File: src/rtl/mm_job_sequencer.sv
// Drives a 3x3 matrix-multiply PCPI coprocessor: fetches 28 operands, then loads, starts, waits and clears.
// Optional macro MM_SEQ_TIMEOUT_EN adds a compute-wait watchdog that aborts with an err pulse.
module mm_job_sequencer #(
  parameter int ADDR_W  = 16,
  parameter int TIMEOUT = 64
) (
  input  logic              clk,
  input  logic              resetn,
  input  logic              job_valid,
  input  logic [ADDR_W-1:0] job_base,
  output logic              job_ready,
  output logic              mem_req,
  output logic [ADDR_W-1:0] mem_addr,
  input  logic              mem_rvalid,
  input  logic [15:0]       mem_rdata,
  output logic              pcpi_valid,
  output logic [31:0]       pcpi_insn,
  input  logic              pcpi_ready,
  input  logic              pcpi_wait,
  output logic              busy,
  output logic              done,
  output logic              err
);

  typedef enum logic [3:0] {
    S_IDLE, S_FETCH, S_RDWAIT, S_LOAD, S_START, S_WBUSY, S_WDONE, S_CLEAR, S_DONE
  } state_t;

  localparam logic [6:0]  OPCODE     = 7'b0001011;
  localparam logic [4:0]  LAST_IDX   = 5'd27;
  localparam logic [31:0] INSN_START = {1'b0, 16'd0, 3'b111, 5'd0, OPCODE};
  localparam logic [31:0] INSN_CLEAR = {1'b0, 16'd0, 3'b101, 5'd0, OPCODE};

  state_t            state;
  logic [4:0]        idx;
  logic [ADDR_W-1:0] base_q;

`ifdef MM_SEQ_TIMEOUT_EN
  localparam int CW = $clog2(TIMEOUT + 1);
  localparam logic [CW-1:0] TMO_LAST = CW'(TIMEOUT - 1);
  logic [CW-1:0] tmo_cnt;
  logic          timed_out;
`else
  assign err = 1'b0;
`endif

  // Outputs are registered and set on the transition into the state that owns them.
  always_ff @(posedge clk) begin
    if (!resetn) begin
      state      <= S_IDLE;
      idx        <= '0;
      base_q     <= '0;
      job_ready  <= 1'b0;
      busy       <= 1'b0;
      mem_req    <= 1'b0;
      mem_addr   <= '0;
      pcpi_valid <= 1'b0;
      pcpi_insn  <= '0;
      done       <= 1'b0;
`ifdef MM_SEQ_TIMEOUT_EN
      err        <= 1'b0;
      tmo_cnt    <= '0;
      timed_out  <= 1'b0;
`endif
    end else begin
      mem_req    <= 1'b0;
      pcpi_valid <= 1'b0;
      pcpi_insn  <= '0;
      done       <= 1'b0;
`ifdef MM_SEQ_TIMEOUT_EN
      err        <= 1'b0;
`endif
      case (state)
        S_IDLE: begin
          job_ready <= 1'b1;
          busy      <= 1'b0;
          if (job_valid && job_ready) begin
            base_q    <= job_base;
            idx       <= '0;
            mem_req   <= 1'b1;
            mem_addr  <= job_base;
            job_ready <= 1'b0;
            busy      <= 1'b1;
            state     <= S_FETCH;
          end
        end
        S_FETCH: state <= S_RDWAIT;
        S_RDWAIT: begin
          if (mem_rvalid) begin
            pcpi_valid <= 1'b1;
            pcpi_insn  <= {1'b0, mem_rdata, 3'b000, idx, OPCODE};
            state      <= S_LOAD;
          end
        end
        S_LOAD: begin
          if (idx == LAST_IDX) begin
            pcpi_valid <= 1'b1;
            pcpi_insn  <= INSN_START;
            state      <= S_START;
          end else begin
            idx      <= idx + 5'd1;
            mem_req  <= 1'b1;
            mem_addr <= base_q + ADDR_W'(idx + 5'd1);
            state    <= S_FETCH;
          end
        end
        S_START: begin
          state <= S_WBUSY;
`ifdef MM_SEQ_TIMEOUT_EN
          tmo_cnt   <= '0;
          timed_out <= 1'b0;
`endif
        end
        S_WBUSY: begin
          if (pcpi_wait) state <= S_WDONE;
`ifdef MM_SEQ_TIMEOUT_EN
          if (tmo_cnt == TMO_LAST) begin
            timed_out  <= 1'b1;
            pcpi_valid <= 1'b1;
            pcpi_insn  <= INSN_CLEAR;
            state      <= S_CLEAR;
          end else begin
            tmo_cnt <= tmo_cnt + 1'b1;
          end
`endif
        end
        S_WDONE: begin
          if (pcpi_ready && !pcpi_wait) begin
            pcpi_valid <= 1'b1;
            pcpi_insn  <= INSN_CLEAR;
            state      <= S_CLEAR;
          end
`ifdef MM_SEQ_TIMEOUT_EN
          else if (tmo_cnt == TMO_LAST) begin
            timed_out  <= 1'b1;
            pcpi_valid <= 1'b1;
            pcpi_insn  <= INSN_CLEAR;
            state      <= S_CLEAR;
          end else begin
            tmo_cnt <= tmo_cnt + 1'b1;
          end
`endif
        end
        S_CLEAR: begin
          state <= S_DONE;
`ifdef MM_SEQ_TIMEOUT_EN
          if (timed_out) err  <= 1'b1;
          else           done <= 1'b1;
`else
          done <= 1'b1;
`endif
        end
        S_DONE: begin
          state     <= S_IDLE;
          job_ready <= 1'b1;
          busy      <= 1'b0;
        end
        default: state <= S_IDLE;
      endcase
    end
  end

endmodule
File: config.mk
export PLATFORM = sky130hd
export DESIGN_NAME = mm_job_sequencer
export DESIGN_NICKNAME = d
export VERILOG_FILES = /design/src/rtl/mm_job_sequencer.sv
export SDC_FILE = /design/constraint.sdc
export NUM_CORES = 1
export LEC_CHECK = 0
export ABC_AREA = 1
export ABC_CLOCK_PERIOD_IN_PS = 2100
export BUFFER_PORTS_ARGS = -buffer_cell sky130_fd_sc_hd__buf_4
export CAP_MARGIN = 0
export CORE_MARGIN = 3
export CORE_UTILIZATION = 45
export DETAILED_ROUTE_END_ITERATION = 7
export GPL_TIMING_DRIVEN = 1
export PLACE_DENSITY = 0.71
export SYNTH_ARGS = -nofsm -noshare
export SYNTH_HDL_FRONTEND = slang
export SYNTH_SLANG_ARGS = --single-unit
File: constraint.sdc
create_clock -name clk -period 2.1 [get_ports clk]
set_input_delay 0.42 -clock clk [delete_from_list [all_inputs] [get_ports clk]]
set_output_delay 0.42 -clock clk [all_outputs]
set_load 0.02 [all_outputs]
---- Word-level counts from Yosys, hierarchy flattened ----
Index checks and enable logic that the tools add are counted.
storage, ports and cells
  bits in registers ....................... 78
  logic and storage cells ................. 63
  bits of input ports ..................... 38
operators by class
  multiplexer cells ....................... 27
  $add $sub $neg .......................... 3
  reduce and logical (&&, ||, !) cells .... 9
  equal/unequal tests ..................... 14
operators with widths
  kind                   count
  $pmux W31 S3           1
  $mux W16               2
  $pmux W16 S2           1
  $pmux W4 S8            1
  $mux W31               1
  $mux W15               2
  $add A16 B6 Y16        1
  $eq A4 B3 Y1 const B   4
  $mux W4                4
  $mux W5                2
  $ne A2 B2 Y1 const B   5
  $pmux W5 S2            1
  $eq A4 B2 Y1 const B   2
  $mux W1                7
  $add A5 B1 Y6 const B  1
  $pmux W1 S2            3
  $add A5 B1 Y5 const B  1
  $eq A5 B5 Y1 const B   1
  $eq A4 B1 Y1 const B   1
  $eq A4 B4 Y1 const B   1
  $logic_not A4 Y1       1
  $reduce_and A4 Y1      1
  $reduce_bool A2 Y1     2
  $mux W3                1
  5 further kinds        6

---- Depth between registers and ports, before layout ----
  depth after elaboration ................. 4
  gate-level depth with buffers ........... 13
  gate-level depth less buffers ........... 13

---- Worst setup path before layout ----
No wires, ideal clock.
  path type ............................... reg2reg
  start point ............................. register idx[0]
  end point ............................... register mem_addr[12]
  cell stages (with the launch flop) ...... 13
  arrival time ............................ 1.553 ns
  setup slack ............................. 0.435 ns
  setup time .............................. 0.112 ns
  cells stage by stage .................... dfxtp_1 > inv_1 > ha_1 > inv_1 > fa_1 > nand3_1 > nand3_1 > nand2_1 > nand2_1 > nand3_1 > nand3_1 > nand2_1 > nand2_1
between the ends
  word-level cells in the longest chain between the ends .. 4
  elaborated cells on any way between the ends .. 7
ends and longest elaborated chain
  what                    RTL line  source
  from (decl)             35        logic [4:0] idx;
  from (signal assigned)  101       idx <= idx + 5'd1;
  $add A5 B1 Y6           103       mem_addr <= base_q + ADDR_W'(idx + 5'd1);
  $add A16 B6 Y16         103
  $mux W16                96        if (idx == LAST_IDX) begin
  $pmux W16 S2            73        case (state)
  to (signal assigned)    81        mem_addr <= job_base;
  to (signal assigned)    103
  to (decl)               13        output logic [ADDR_W-1:0] mem_addr,
Parallel ways exist; a longest one is shown, timed or not. The select of a mux whose other input is x is not followed.
A chain may end at the register's enable or synchronous reset.

---- Final worst setup path ----
Same ends and word-level chain as after synthesis.

==> results.ini <==
[synth]
syn_inst=456
ys_types=38
ys_seq_area_frac=0.426
ys_ff_latch=69
synth-async-reset-ratio=0
synth-edff-count=0
yosysWarnings=0
avgSynthCellArea_sq_um=7.11
ys.flop_type=dfxtp_1
synthesis.area_sq_mm=0.00324

[clock_tree]
clkTransAtPathRegs_ns=0.08
htreeDepth=3
ctsHoldBuffers=0
clock_tree.root_cell=clkbuf_8
cts_tree=yes
clock-sinks=69
postCtsSetupRepairBufs=0
cts_resized=0
clk_latency_ns=0.34
numCtsBuffers=9
clock_path_buffers=2

[worst_setup_path]
cp_data_arrival_time_ns=2.13
slowest_delay_ns=0.44
cp_data_required_time_ns=2.33
crit_fanout=4
cp_cell_sequence=inv_1 -> ha_1 -> inv_1 -> fa_1 -> nand3_1 -> nand3_1 -> nand2_1 -> nand2_1 -> nand3_1 -> nand3_1 -> nand2_1 -> nand2_1
cp-start-kind=flip-flop
cp_slowest_cell=fa_1
crit_type=reg2reg
end_kind=flip-flop

[timing]
fin_crit_ns=1.90
fin_skew_ns=0.00657
slew_viol_final=0
finalWorstSetupSlack_ns=0.201
rsz0062_at_grt=false
hold_viol=0
max_freq_ghz=0.527
setup_violations=0
layout_worst_path_cycle_share=0.904
totalNegativeSetupSlack_ns=0

[detailed_routing]
num_vias=3145
ant_nets=0
wl_per_cell_um=13.1
detail_route.iter0.violations=166
drt_wl_total_um=8390
drc_errors=0
detailedRoute.firstPassIterationCount=4
vias_per_cell=4.92

[outcome]
status=completed

[worst_hold_path]
min-delay-path-class=in2reg

[run]
max_cap_violations=0

[global_routing]
overflow=0
grtUsageTotal=0.203
first_global_vias=3003
grt_max_degree=26
grt_pass1_wl_um=13800
antenna_found_initial=0

[power_and_ir_drop]
p_leak_nw=1.89
design_power_total_w=0.00311
peakVddDrop_uv=412
powerDensity_mw_per_mm2=755

[final_layout]
areaGrowthSynthToFinish_pct=27.1
num-nets-final=583
drive_gt1_frac=0.227
utilization=0.597
diodes=0

[floorplanning]
die-area_sq_mm=0.00826
dieHeight_um=90.9
ioPinCount=92
start_util=0.470
core_area_sq_mm=0.00691
fp.dieW_um=90.9
fp-row-count=30

[place]
portBuffers=85
routabilityCongestion=0.902
dpl.hpwl_um=6140
pre_cts_slack_ns=0.259

## placed cells by master (no fill, tap or decap), types with 3 or more instances in the layout
cell type  netlist  layout
nand2_1        120     120
buf_4           10      91
dfxtp_1         69      69
nor2_1          60      60
nand3_1         39      39
inv_1           30      30
a21oi_1         30      30
o21ai_0         22      22
clkbuf_8         0      10
nand4_1          6       6
nor3_1           6       6
o21ai_1          6       6
ha_1             6       6
conb_1           1       6
inv_2            5       5
or2_2            3       3
a31oi_1          3       3
nand3b_1         3       3
## critical path, delay by kind of cell (launching register included)
| kind | cells | cell delay [ns] |
|---|---|---|
| adder cells (fa/ha/maj) | 2 | 0.60 |
| AND/OR/NAND/NOR | 8 | 0.65 |
| flip-flops | 1 | 0.34 |
| buffers and inverters | 2 | 0.20 |
## where the power goes
group | switching, W | total [W] | internal [W]
logic | 0.000318 | 0.000530 | 0.000212
registers | 0.0000720 | 0.00147 | 0.00139
clock network | 0.000529 | 0.00112 | 0.000589
total | 0.000918 | 0.00311 | 0.00220
## layout make-up
cell class | instances | area [sq um]
tap | 96 | 120
sequential | 69 | 1380
timing repair buffer | 91 | 683
clock buffer | 10 | 138
fill | 665 | 2780
multi-input combinational | 330 | 1590
clock inverter | 6 | 68.8
inverter | 37 | 139
## flip-flops by register name, summed over array words and instances (netlist names)
| register | cells |
|---|---|
| state | 4 |
| mem_req | 1 |
| job_ready | 1 |
| idx | 5 |
| base_q | 16 |
| pcpi_insn | 24 |
| mem_addr | 16 |
| done | 1 |
| busy | 1 |
## routing by layer
metal  global-route usage  routed length [um]
met3               0.0517                 375
met1                0.239                3700
met5                    0                   0
met2                0.358                4180
met4               0.0704                 127
## stage by stage
step           instances  area (sq um)  hold WS [ns]
2_1_floorplan        461          3260         0.433
3_3_place_gp         623          3920         0.440
3_5_place_dp         623          3920         0.441
4_1_cts              639          4120         0.283
5_1_grt              639          4120         0.291
6_report             639          4120         0.298
## final timing paths
path              endpoint  cells past startpoint    startpoint  slack, ns
max           mem_addr[12]                     12        idx[0]       0.20
min          pcpi_insn[23]                      3  mem_rdata[8]       0.30
max reg2reg   mem_addr[12]                     12        idx[0]       0.20
min reg2reg    mem_addr[9]                      2   mem_addr[9]       0.45
## cell families after synthesis
| group | share of synthesized area |
|---|---|
| and+or+nand+nor | 0.348 |
| DFF | 0.426 |
| AOI/OAI and AO/OA | 0.102 |
| buffers and inverters | 0.0887 |
| adders and majority gates | 0.0293 |
| xor gates and xnor gates | 0.00540 |
| other | 0.00116 |
## cells in the mapped netlist, types with 3 or more instances
cell,count,area share
o21ai_1,6,0.0093
nand3_1,39,0.060
a31oi_1,3,0.0058
nand3b_1,3,0.0069
clkbuf_1,9,0.010
dfxtp_1,69,0.43
nand2_1,120,0.14
a21oi_1,30,0.046
inv_1,30,0.035
buf_2,5,0.0077
nor3_1,6,0.0093
nor2_1,60,0.069
o21ai_0,22,0.034
buf_4,10,0.023
inv_2,5,0.0058
or2_2,3,0.0058
nand4_1,6,0.012
ha_1,6,0.023
Power figures use the tool's default switching activity.
